[src/rtl/imem_loader.sv]
// Streams 32-bit instruction words into a byte-addressed instruction memory, big-endian byte order.
// Defining IMEM_LOADER_CHECKSUM_EN adds a checksum output: the sum of the words accepted in a load.
module imem_loader #(
  parameter int unsigned ADDR_WIDTH = 5,
  parameter int unsigned MAX_WORDS  = 8
) (
  input  logic                  clk,
  input  logic                  rst_n,
  input  logic                  start,
  input  logic [ADDR_WIDTH-1:0] baseAddress,
  input  logic [3:0]            loadCount,
  input  logic                  wordValid,
  input  logic [31:0]           wordData,
  output logic                  wordReady,
  output logic                  memWriteEnable,
  output logic [ADDR_WIDTH-1:0] memWriteAddress,
  output logic [7:0]            memWriteData,
  output logic                  busy,
  output logic                  done,
`ifdef IMEM_LOADER_CHECKSUM_EN
  output logic [31:0]           checksum,
`endif
  output logic [3:0]            wordsWritten
);
  localparam logic [3:0] MaxWords = 4'(MAX_WORDS);

  typedef enum logic [1:0] {StIdle, StAccept, StWrite, StDone} state_e;

  state_e                r_state, w_state_next;
  logic [ADDR_WIDTH-1:0] r_addr, w_addr_next;
  logic [1:0]            r_byte_idx, w_byte_idx_next;
  logic [3:0]            r_remaining, w_remaining_next;
  logic [3:0]            r_words_written, w_words_written_next;
  logic [31:0]           r_word, w_word_next;
  logic [3:0]            w_load_words;
  logic                  w_handshake;

  assign w_load_words = (loadCount > MaxWords) ? MaxWords : loadCount;
  assign w_handshake  = (r_state == StAccept) && wordValid;
  assign wordsWritten = r_words_written;

  always_ff @(posedge clk or negedge rst_n) begin
    if (!rst_n) begin
      r_state         <= StIdle;
      r_addr          <= '0;
      r_byte_idx      <= '0;
      r_remaining     <= '0;
      r_words_written <= '0;
      r_word          <= '0;
    end else begin
      r_state         <= w_state_next;
      r_addr          <= w_addr_next;
      r_byte_idx      <= w_byte_idx_next;
      r_remaining     <= w_remaining_next;
      r_words_written <= w_words_written_next;
      r_word          <= w_word_next;
    end
  end

  always_comb begin
    w_state_next         = r_state;
    w_addr_next          = r_addr;
    w_byte_idx_next      = r_byte_idx;
    w_remaining_next     = r_remaining;
    w_words_written_next = r_words_written;
    w_word_next          = r_word;
    wordReady            = 1'b0;
    memWriteEnable       = 1'b0;
    memWriteAddress      = '0;
    memWriteData         = '0;
    busy                 = 1'b0;
    done                 = 1'b0;

    unique case (r_state)
      StIdle: begin
        if (start) begin
          w_words_written_next = '0;
          if (loadCount == 4'd0) begin
            w_state_next = StDone;
          end else begin
            w_addr_next      = {baseAddress[ADDR_WIDTH-1:2], 2'b00};
            w_remaining_next = w_load_words;
            w_state_next     = StAccept;
          end
        end
      end
      StAccept: begin
        wordReady = 1'b1;
        busy      = 1'b1;
        if (w_handshake) begin
          w_word_next     = wordData;
          w_byte_idx_next = 2'd0;
          w_state_next    = StWrite;
        end
      end
      StWrite: begin
        busy            = 1'b1;
        memWriteEnable  = 1'b1;
        memWriteAddress = r_addr + ADDR_WIDTH'(r_byte_idx);
        // ~idx == 3 - idx, so byte 0 carries word[31:24]
        memWriteData    = 8'(r_word >> {~r_byte_idx, 3'b000});
        w_byte_idx_next = r_byte_idx + 2'd1;
        if (r_byte_idx == 2'd3) begin
          w_addr_next          = r_addr + ADDR_WIDTH'(3'd4);
          w_words_written_next = r_words_written + 4'd1;
          w_remaining_next     = r_remaining - 4'd1;
          w_state_next         = (r_remaining == 4'd1) ? StDone : StAccept;
        end
      end
      StDone: begin
        busy         = 1'b1;
        done         = 1'b1;
        w_state_next = StIdle;
      end
      default: w_state_next = StIdle;
    endcase
  end

`ifdef IMEM_LOADER_CHECKSUM_EN
  logic [31:0] r_checksum;

  always_ff @(posedge clk or negedge rst_n) begin
    if (!rst_n) begin
      r_checksum <= '0;
    end else if ((r_state == StIdle) && start) begin
      r_checksum <= '0;
    end else if (w_handshake) begin
      r_checksum <= r_checksum + wordData;
    end
  end

  assign checksum = r_checksum;
`endif

endmodule
[config.mk]
export PLATFORM = sky130hd
export DESIGN_NAME = imem_loader
export DESIGN_NICKNAME = d
export VERILOG_FILES = /design/src/rtl/imem_loader.sv
export SDC_FILE = /design/constraint.sdc
export NUM_CORES = 1
export LEC_CHECK = 0
export CAP_MARGIN = 20
export CELL_PAD_IN_SITES_DETAIL_PLACEMENT = 0
export CELL_PAD_IN_SITES_GLOBAL_PLACEMENT = 1
export CORE_MARGIN = 1
export CORE_UTILIZATION = 40
export DETAILED_ROUTE_END_ITERATION = 8
export GPL_ROUTABILITY_DRIVEN = 0
export GPL_TIMING_DRIVEN = 0
export PLACE_DENSITY = 0.88
export RECOVER_POWER = 25
export SLEW_MARGIN = 10
export SYNTH_ARGS = -nofsm -noshare
export SYNTH_HDL_FRONTEND = slang
export SYNTH_SLANG_ARGS = --single-unit
[constraint.sdc]
create_clock -name clk -period 4 [get_ports clk]
set_input_delay 0.8 -clock clk [delete_from_list [all_inputs] [get_ports clk]]
set_output_delay 0.8 -clock clk [all_outputs]
set_load 0.02 [all_outputs]
# After elaboration in Yosys (flattened, before gate mapping)
# Index checks and enable logic that the tools add are counted.
dict set report classes {
  n_reduce_logical 11
  muxes 26
  magnitude_cmp 1
  bitwise_logic 1
  eq_ne 9
  n_addsub 5
  shifts 1
}
# cell n
set op_table {}
lappend op_table {{$shr A32 B5 Y8} 1}
lappend op_table {{$mux W4} 6}
lappend op_table {{$mux W5} 4}
lappend op_table {{$pmux W4 S2} 2}
lappend op_table {{$mux W2} 6}
lappend op_table {{$pmux W5 S2} 1}
lappend op_table {{$mux W8} 1}
lappend op_table {{$ne A2 B2 Y1 const B} 4}
lappend op_table {{$pmux W2 S4} 1}
lappend op_table {{$eq A2 B2 Y1 const B} 3}
lappend op_table {{$reduce_and A3 Y1} 2}
lappend op_table {{$add A5 B2 Y5} 1}
lappend op_table {{$add A5 B3 Y5 const B} 1}
lappend op_table {{$add A4 B1 Y4 const B} 1}
lappend op_table {{$eq A4 B1 Y1 const B} 1}
lappend op_table {{$gt A4 B4 Y1 const B} 1}
lappend op_table {{$logic_not A4 Y1} 1}
lappend op_table {{$mux W1} 4}
lappend op_table {{$pmux W2 S2} 1}
lappend op_table {{$reduce_and A2 Y1} 2}
lappend op_table {{$reduce_and A4 Y1} 1}
lappend op_table {{$reduce_bool A2 Y1} 2}
lappend op_table {{$sub A4 B1 Y4 const B} 1}
lappend op_table {{$reduce_or A3 Y1} 1}
lappend op_table {{other kinds (5)} 5}
dict set report word_totals {
  output_inout_bits 21
  in_bits 45
  reg_bits 49
  word_cells 60
}

# Longest topological paths before layout
# Gate-level depths: netlist of the first run.
dict set report logic_depth {
  word_depth 5
  depth_mapped 7
  depth_no_buf 5
}

# Worst setup path before layout of the first run
# Ideal clock, no wire load.
dict set report synth_timing {
  kind {reg-to-output}
  start {reg r_byte_idx[0]}
  end {out memWriteData[0]}
  path_stages_with_launch 4
  setup_slack_ns 1.843
  n_path_buf 1
  required_time_ns 3.200
  t_arrival_ns 1.357
  path_cell_list {dfrtp_1 -> buf_2 -> mux4_2 -> and2_1}
}
dict set report synth_between {
  elab_chain_cells 3
}
# item line
set synth_rtl {}
lappend synth_rtl {{from (decl)} 31} ;# logic [1:0] r_byte_idx, w_byte_idx_next;
lappend synth_rtl {{from (signal assigned)} 53} ;# r_byte_idx <= w_byte_idx_next;
lappend synth_rtl {{$not A2 Y2} 101} ;# memWriteData = 8'(r_word >> {~r_byte_idx, 3'b000});
lappend synth_rtl {{$shr A32 B5 Y8} 101}
lappend synth_rtl {{$mux W8} 74} ;# unique case (r_state)
lappend synth_rtl {{to (decl)} 17} ;# output logic [7:0] memWriteData,
# Every way passes these cells.

# Worst setup path after layout of the first run
dict set report layout_timing {
  start {reg r_byte_idx[0]}
  end {out memWriteData[2]}
}
# The elaborated chain is that of the path after synthesis.

==> results of run 1 <==
sequential cells by signal, summed over array words and instances, names as in the netlist:
name	flops
r_word	32
r_addr	3
wordsWritten	4
r_byte_idx	2
r_remaining	4
r_state	2
cells by family (layout without fill, tap and decap cells):
family,Yosys count,after routing
muxes,43,43
and+or+nand+nor,45,45
DFF,47,47
buffers and inverters,20,92
xor gates and xnor gates,1,1
adders and majority gates,5,5
AOI/OAI and AO/OA,27,27
how the worst max path moves through the flow:
stage | from | endpoint | slack (ps) | cells past startpoint
after floorplan | r_byte_idx[0]$_DFFE_PN0P_ | memWriteData[0] | 1840 | 3
after global placement | rst_n | wordsWritten[0]$_DFFE_PN0P_ | 740 | 1
after detailed placement | r_byte_idx[0]$_DFFE_PN0P_ | memWriteData[6] | 1210 | 4
after CTS | r_byte_idx[0]$_DFFE_PN0P_ | memWriteData[0] | 870 | 4
after global routing | r_byte_idx[0]$_DFFE_PN0P_ | memWriteData[6] | 790 | 4
final | r_byte_idx[0]$_DFFE_PN0P_ | memWriteData[2] | 910 | 4
synthesized netlist by cell type, drive strengths merged, types with 4 or more instances:
cell    number  share of area (%)
ha           5                2.7
mux2        32                 15
a21oi        9                1.9
and2        14                3.7
dfrtp       47                 50
clkbuf       5               0.80
nand2       10                1.7
nand2b       4                1.1
inv          9                1.4
nor2         4               0.64
buf          6                2.1
nand3        6                1.3
mux4         8                7.6
area by class of cell:
cell class              instances  area, um^2
repair buffers                 64         628
multi-input cells             121        1080
plain buffers                  11        68.8
well taps                      72        90.1
clock inverters                 2        60.1
fillers                       504        2400
clock buffers                   6        72.6
flip-flops and latches         47        1180
inverters                       9        33.8
cells in the final DEF, fill, tap and decap left out, types with 2 or more instances in the layout:
cell type                         count
sky130_fd_sc_hd__nand3_1              6
sky130_fd_sc_hd__nand2b_1             4
sky130_fd_sc_hd__o21ai_0              2
sky130_fd_sc_hd__bufinv_16            2
sky130_fd_sc_hd__ha_1                 5
sky130_fd_sc_hd__a21oi_1              9
sky130_fd_sc_hd__dfrtp_1             47
sky130_fd_sc_hd__nand2_1              9
sky130_fd_sc_hd__mux2_2              32
sky130_fd_sc_hd__and2_1              14
sky130_fd_sc_hd__a31oi_1              2
sky130_fd_sc_hd__clkdlybuf4s50_1     62
sky130_fd_sc_hd__inv_1                9
sky130_fd_sc_hd__o2bb2ai_1            2
sky130_fd_sc_hd__clkbuf_1             8
sky130_fd_sc_hd__buf_4                3
sky130_fd_sc_hd__o22ai_1              3
sky130_fd_sc_hd__o211ai_1             2
sky130_fd_sc_hd__mux4_2               8
sky130_fd_sc_hd__nor2_1               4
sky130_fd_sc_hd__nor3_1               2
sky130_fd_sc_hd__buf_6                2
sky130_fd_sc_hd__mux2i_1              2
sky130_fd_sc_hd__clkbuf_8             5
sky130_fd_sc_hd__a22o_1               2
worst max-delay path, delay by kind of cell (launching register included):
family	cells	cell delay (ps)
AND/OR/NAND/NOR	1	180
flip-flops	1	420
buffers and inverters	2	840
multiplexers	1	550
report_power, final:
group / internal, mW / leakage, nW / switching, mW
registers: 0.700 / 0.566 / 0.125
clock network: 0.250 / 0.0654 / 0.157
logic: 0.574 / 0.693 / 0.453
metrics by stage:
| stage | worst slack, ps | util (%) | hold WS [ps] | power, mW | instances |
|---|---|---|---|---|---|
| final | 915 | 57.2 | 504 | 2.26 | 332 |
| after global routing | 786 | 57.2 | 522 | 2.42 | 332 |
| after CTS | 873 | 57.5 | 444 | 2.29 | 332 |
| after detailed placement | 1210 | 55.2 | 490 | 1.88 | 324 |
| after global placement | 743 | 54.9 | 482 | 1.84 | 323 |
| after floorplan | 1840 | - | 474 | 1.53 | 188 |
layer usage:
metal	share of wire, %	up-vias	track usage (%)
met3	7.3	6	5.75
met1	43	837	20.9
met4	0.86	0	4.26
li1	-	811	-
met5	0	-	0
met2	49	44	30.7
==> run summary, run 1 <==
The run finished, with violations left. The checks that failed: capacitance limit, slew limit. The final cycle utilization of the critical path is slightly below 80%. The data required time of the worst path came out at roughly 3200 ps. The number of max-cap violations came out at 1. The post-route netlist has about 22% of its cells at a drive strength greater than 1. The width of the die is ~79 um. The root buffer selected by CTS is sky130_fd_sc_hd__clkbuf_8. TritonCTS built the clock tree. The clock reaches the later pin of the worst-skew pair after 300 ps.

The clock sink count is 47. The final global-route overflow total is 0. In this run the cell area of the synthesized design comes to 2360 um^2.

The port buffer count is 63. The power per standard cell area came out at ~700 nW/um^2. The largest individual stage delay along the critical path comes from the cell sky130_fd_sc_hd__mux4_2. The first detailed-routing pass took 4 iterations. The final antenna diode count came out at 0. The routed length per placed instance is around 15 um. The number of nets in the layout is 309. The core region is between 5000 and 6000 um^2. In the final timing run, aggregate negative setup slack is 0 ps.

Synthesis produced a netlist with a net count of about 240. The number of hold violations in the final report came out at 0. The transition time at the pin with the least slew margin is ~1700 ps.

The top achievable clock speed came out at about 0.32 GHz. The count of state elements after synthesis is between 40 and 50. The number of hold-repair buffers added at the cts stage came out at 0.

The final count of pins violating max slew is 32. The critical path is of the flip-flop to output port type. For this run, the register share of the synthesized area comes to between 40% and 50%. The count of unresolved DRC violations after routing came out at 0. The count of unique library cells instantiated by Yosys came out at 36. The Yosys step of the flow raised 0 warnings.

The worst register-to-register path ends at r_remaining[0]$_DFFE_PN0P_. The worst hold path begins at r_word[12]$_DFFE_PN0P_. The number of antenna violations at the first check in global routing is 0. The total number of placement rows is 27.

The average cell area after synthesis came out at ~13 um^2. In the synthesized netlist the dominant register cell turns out to be sky130_fd_sc_hd__dfrtp_1. The largest clock skew in the final design is just under 4 ps. Along the worst hold path, the cell count comes to 1. The finished cells cover ~3200 um^2. The floorplan step defined a die boundary enclosing ~6200 um^2.

The count of cells along the worst register-to-register path came out at 6. The share of async-settable or async-resettable flops after synthesis came out at 100%. The number of flops mapped to enable cells by yosys is 0.

The HPWL reported at the end of detailed placement is ~3.7 mm. The post-synthesis mux area share is ~24%. The total routing usage reported by global routing is about 18%. STA classifies the critical path endpoint as an output port. The post-detailed-route count of antenna-violating nets came out at 0. The routed design has just under 5 mm of wire. The data arrival time at the worst-slack endpoint came out at between 2000 and 2500 ps. After clock tree synthesis, the repair step resized 0 gates.

The count of mapped cells out of synthesis is 188. The number of setup buffers added after CTS came out at 0. Summing the areas of all xor and xnor instances in the mapped netlist gives less than 1% of the synthesized area. The average vias per placed instance came out at just over 5. The number of DRC markers after the initial detailed-route iteration came out at 74. The leakage dissipation came out at about 1.3 nW. The H-tree depth came out at 2.

The worst relative slew slack is -10.8%. The post-detailed-placement cell area is around 3100 um^2. The first global-routing pass estimated about 8.4 mm of wire.

The number of global-route vias before repair came out at roughly 1.8k. The area growth from synthesis to layout is 36.1%. Setup violations remaining at the end of the flow were counted as 0.

The peak per-stage delay on the critical path came out at 550 ps. The source of the worst register-to-register timing path is r_byte_idx[0]$_DFFE_PN0P_. The number of ports placed on the die boundary came out at 66. The CTS buffer count is 5. Summing the areas of all compound-gate instances in the mapped netlist gives roughly 8% of the synthesized area. Setup repair after global routing left no endpoint under its margin. Entering global routing, the biggest net connects 32 pins. The signal on the critical path passes through buf_2 > mux4_2 > and2_1 > clkdlybuf4s50_1. The register clock-pin slew on the reported worst setup and hold paths is ~80 ps. The area share of fa/ha/maj cells after synthesis came out at approximately 2.7%. The simple-gate share of the synthesized area came out at between 10% and 20%.

The initial utilization of the core area, before any placement, comes to 42.0%. The path class of the tightest hold or removal check is flip-flop to flip-flop. The buffer depth of the longest clock path came out at 2. The maximum VDD drop came out at 319 uV. The nature of the critical path startpoint is a flip-flop. The maximum fanout encountered on the critical timing path came out at 10. The dominant combinational cell family by area after synthesis is multiplexers.

The shortest clock period the worst path allows after layout is between 3000 and 4000 ps. The slack of the worst reg-to-reg path is about 2300 ps. The via count of the routed design came out at ~1.7k. The y dimension of the die is 78.8 um.

The end point of the most critical hold path is r_word[12]$_DFFE_PN0P_.
(Power assumes the default switching activity.)
==> run 2, diff against run 1 <==
CORE_UTILIZATION = 37   (was 40)
PLACE_DENSITY = 0.83   (was 0.88)
clock period = 3.1 ns   (was 4 ns; I/O delays follow)
==> run summary, run 2 (synthesis results as in run 1) <==
The final count of pins violating max slew is 32 (unchanged). The number of endpoints failing setup at the final stage is 0 (unchanged). The number of fillers in the final layout is 538 (+6.7%). The clock sink count is 47 (unchanged). The wire length of the first global-routing pass came out at 7.89 mm (-5.7%). The critical path goes through buf_6 > nand2b_1 > inv_1 > clkbuf_1 > and2_1 > clkdlybuf4s50_1. Leaving out fill and tap cells, the most frequent cells in the layout are sky130_fd_sc_hd__clkdlybuf4s50_1 (62), sky130_fd_sc_hd__dfrtp_1 (47), sky130_fd_sc_hd__mux2_2 (32). The number of nets in the layout came to 309 (unchanged). The leakage dissipation was 1.31 nW (-1.4%). The type of the worst setup path is flip-flop to output port. The number of hold violations in the final report is 0 (unchanged).

The largest clock skew in the final design came to 5.23 ps (+1.27 ps). The worst register-to-register path ends at r_remaining[0]$_DFFE_PN0P_. The count of instances resized after the clock tree is built came to 0 (unchanged). The register clock-pin slew on the reported worst setup and hold paths is 90 ps (about the same). The hold slack was 423 ps (-80.5 ps). The largest net degree at the start of global routing came out at 32 (unchanged). The number of ports placed on the die boundary is 66 (unchanged). The number of hold-repair buffers added at the cts stage came to 0 (unchanged). The number of setup buffers added after CTS came out at 0 (unchanged). The final cycle utilization of the critical path is 93.8%. The y dimension of the die is 81.8 um (+3.9%). The initial standard-cell utilization of the core is 39.1% (-2.9 points). The maximum fanout encountered on the critical timing path is 10 (unchanged). The slack of the worst reg-to-reg path came out at 1360 ps (-900 ps).

On the critical path, the stage with the largest delay is an instance of sky130_fd_sc_hd__clkdlybuf4s50_1. The worst setup path is captured at an output port. In this run the worst hold path is classified as input port to asynchronous set/reset pin. The via count of the routed design is 1,668 (-1.8%). The number of DRC markers after the initial detailed-route iteration came to 70 (-5.4%). The full die area is 6690 um^2 (+7.9%).

The root buffer selected by CTS is sky130_fd_sc_hd__clkbuf_8. The post-detailed-route count of antenna-violating nets came out at 0 (unchanged). The width of the die is 81.8 um (+3.9%). The power per standard cell area came out at 871 nW/um^2 (+24%). The port buffer count came out at 63 (unchanged). The HPWL reported at the end of detailed placement came to 3.53 mm (-4.0%). The beginning of the critical path is r_state[1]$_DFFE_PN0P_. The total routing usage reported by global routing came out at 15.8% (-1.8 points). The final antenna diode count came out at 0 (unchanged). The setup TNS came out at 0 ps (unchanged).

The top achievable clock speed is approximately 0.34 GHz. The maximum VDD drop came out at 562 uV (+76%). Setup repair after global routing left no endpoint under its margin.

The CTS buffer count came out at 5 (unchanged). The final wirelength came out at 4.71 mm (-4.0%). The run finished, with violations left. The number of antenna violations at the first check in global routing is 0 (unchanged).

The number of max-cap violations is 1 (unchanged). The number of global-route vias before repair is 1,623 (-12%). The peak per-stage delay on the critical path is 610 ps (+60 ps). The routed length per placed instance is 14.1 um (-4.9%). The length of the first detailed-routing pass in iterations came out at 4 (unchanged). The most common library cell in the layout ignoring fill and taps is sky130_fd_sc_hd__clkdlybuf4s50_1. The checks that failed: capacitance limit, slew limit. The transition time at the pin with the least slew margin came out at 1660 ps (-1.44 ps). The worst-skew pair later-pin latency came out at 290 ps (about the same). The final global-route overflow total is 0 (unchanged). The area growth from synthesis to layout is 34.8%. The source of the worst register-to-register timing path is r_byte_idx[0]$_DFFE_PN0P_.

The worst relative slew slack came to -10.7% (+0.096 points). The buffer depth of the longest clock path is 2 (unchanged). The register bank with the most flops is r_word.

The count of cells along the worst register-to-register path was 6 (unchanged). The standard cell core area is 6030 um^2 (+7.5%). The average vias per placed instance came to 4.98 (-2.6%). The data required time of the worst path came out at 2480 ps (-720 ps).

The H-tree depth is 2 (unchanged). The total number of placement rows is 28 (+3.7%). The share of final-layout standard cells stronger than drive strength 1 came out at 22.3% (+0.38 points). The count of unresolved DRC violations after routing came out at 0 (unchanged). TritonCTS built the clock tree.

The number of flip-flops under the largest register name came to 32 (unchanged). STA classifies the critical path startpoint as a flip-flop. The shortest clock period the worst path allows after layout came out at 2910 ps. The data arrival time at the worst-slack endpoint is 2290 ps (about the same).
[run 2: power breakdown]
group | switching (mW) | total [mW] | internal, mW | leakage [nW]
sequential | 0.151 | 1.05 | 0.903 | 0.566
clock | 0.206 | 0.389 | 0.182 | 0.0474
combinational | 0.587 | 1.33 | 0.740 | 0.693
[run 2: how the worst max path moves through the flow]
stage	endpoint	cells after the start
after floorplan	memWriteData[0]	3
after CTS	memWriteData[0]	4
after global placement	wordsWritten[0]$_DFFE_PN0P_	1
after global routing	memWriteData[6]	6
final	memWriteData[0]	6
after detailed placement	memWriteData[0]	4
[run 2: metrics by stage]
step           instances  utilization [%]  power (mW)  area [um^2]  setup slack, ps
2_1_floorplan        188                -        1.98         2360             1120
3_3_place_gp         326             51.1        2.38         3080             5.26
3_5_place_dp         327             51.4        2.41         3100              496
4_1_cts              335             53.0        2.81         3200              156
5_1_grt              335             52.7        2.98         3180             57.5
6_report             335             52.7        2.77         3180              192
[run 2: area by class of cell]
cell class,instances,area [um^2],share of cell area (%)
clock buffer,6,82.6,2.60
clock inverter,2,16.3,0.512
timing repair buffer,64,628,19.8
buffer,11,68.8,2.17
multi-input combinational,121,1080,33.9
inverter,9,33.8,1.06
tap,75,93.8,2.95
sequential,47,1180,37.0
[run 2: routing by layer]
metal  GRT usage (%)  vias up  wire length, um
li1                -      813                -
met1            21.6      805             2160
met4            3.68        0               33
met3            4.89        5              293
met5               0        -                0
met2            24.6       45             2220
[run 2: critical path: cells and delay by family (launching register included)]
| family | cells | cell delay (ps) |
|---|---|---|
| buffers and inverters | 4 | 1320 |
| DFF | 1 | 350 |
| and+or+nand+nor | 2 | 330 |
==> run 3, diff against run 2 <==
ABC_CLOCK_PERIOD_IN_PS = 3100   (was default)
==> results of run 3 <==
No change in the layout: final DEF, timing and power equal those of run 2.
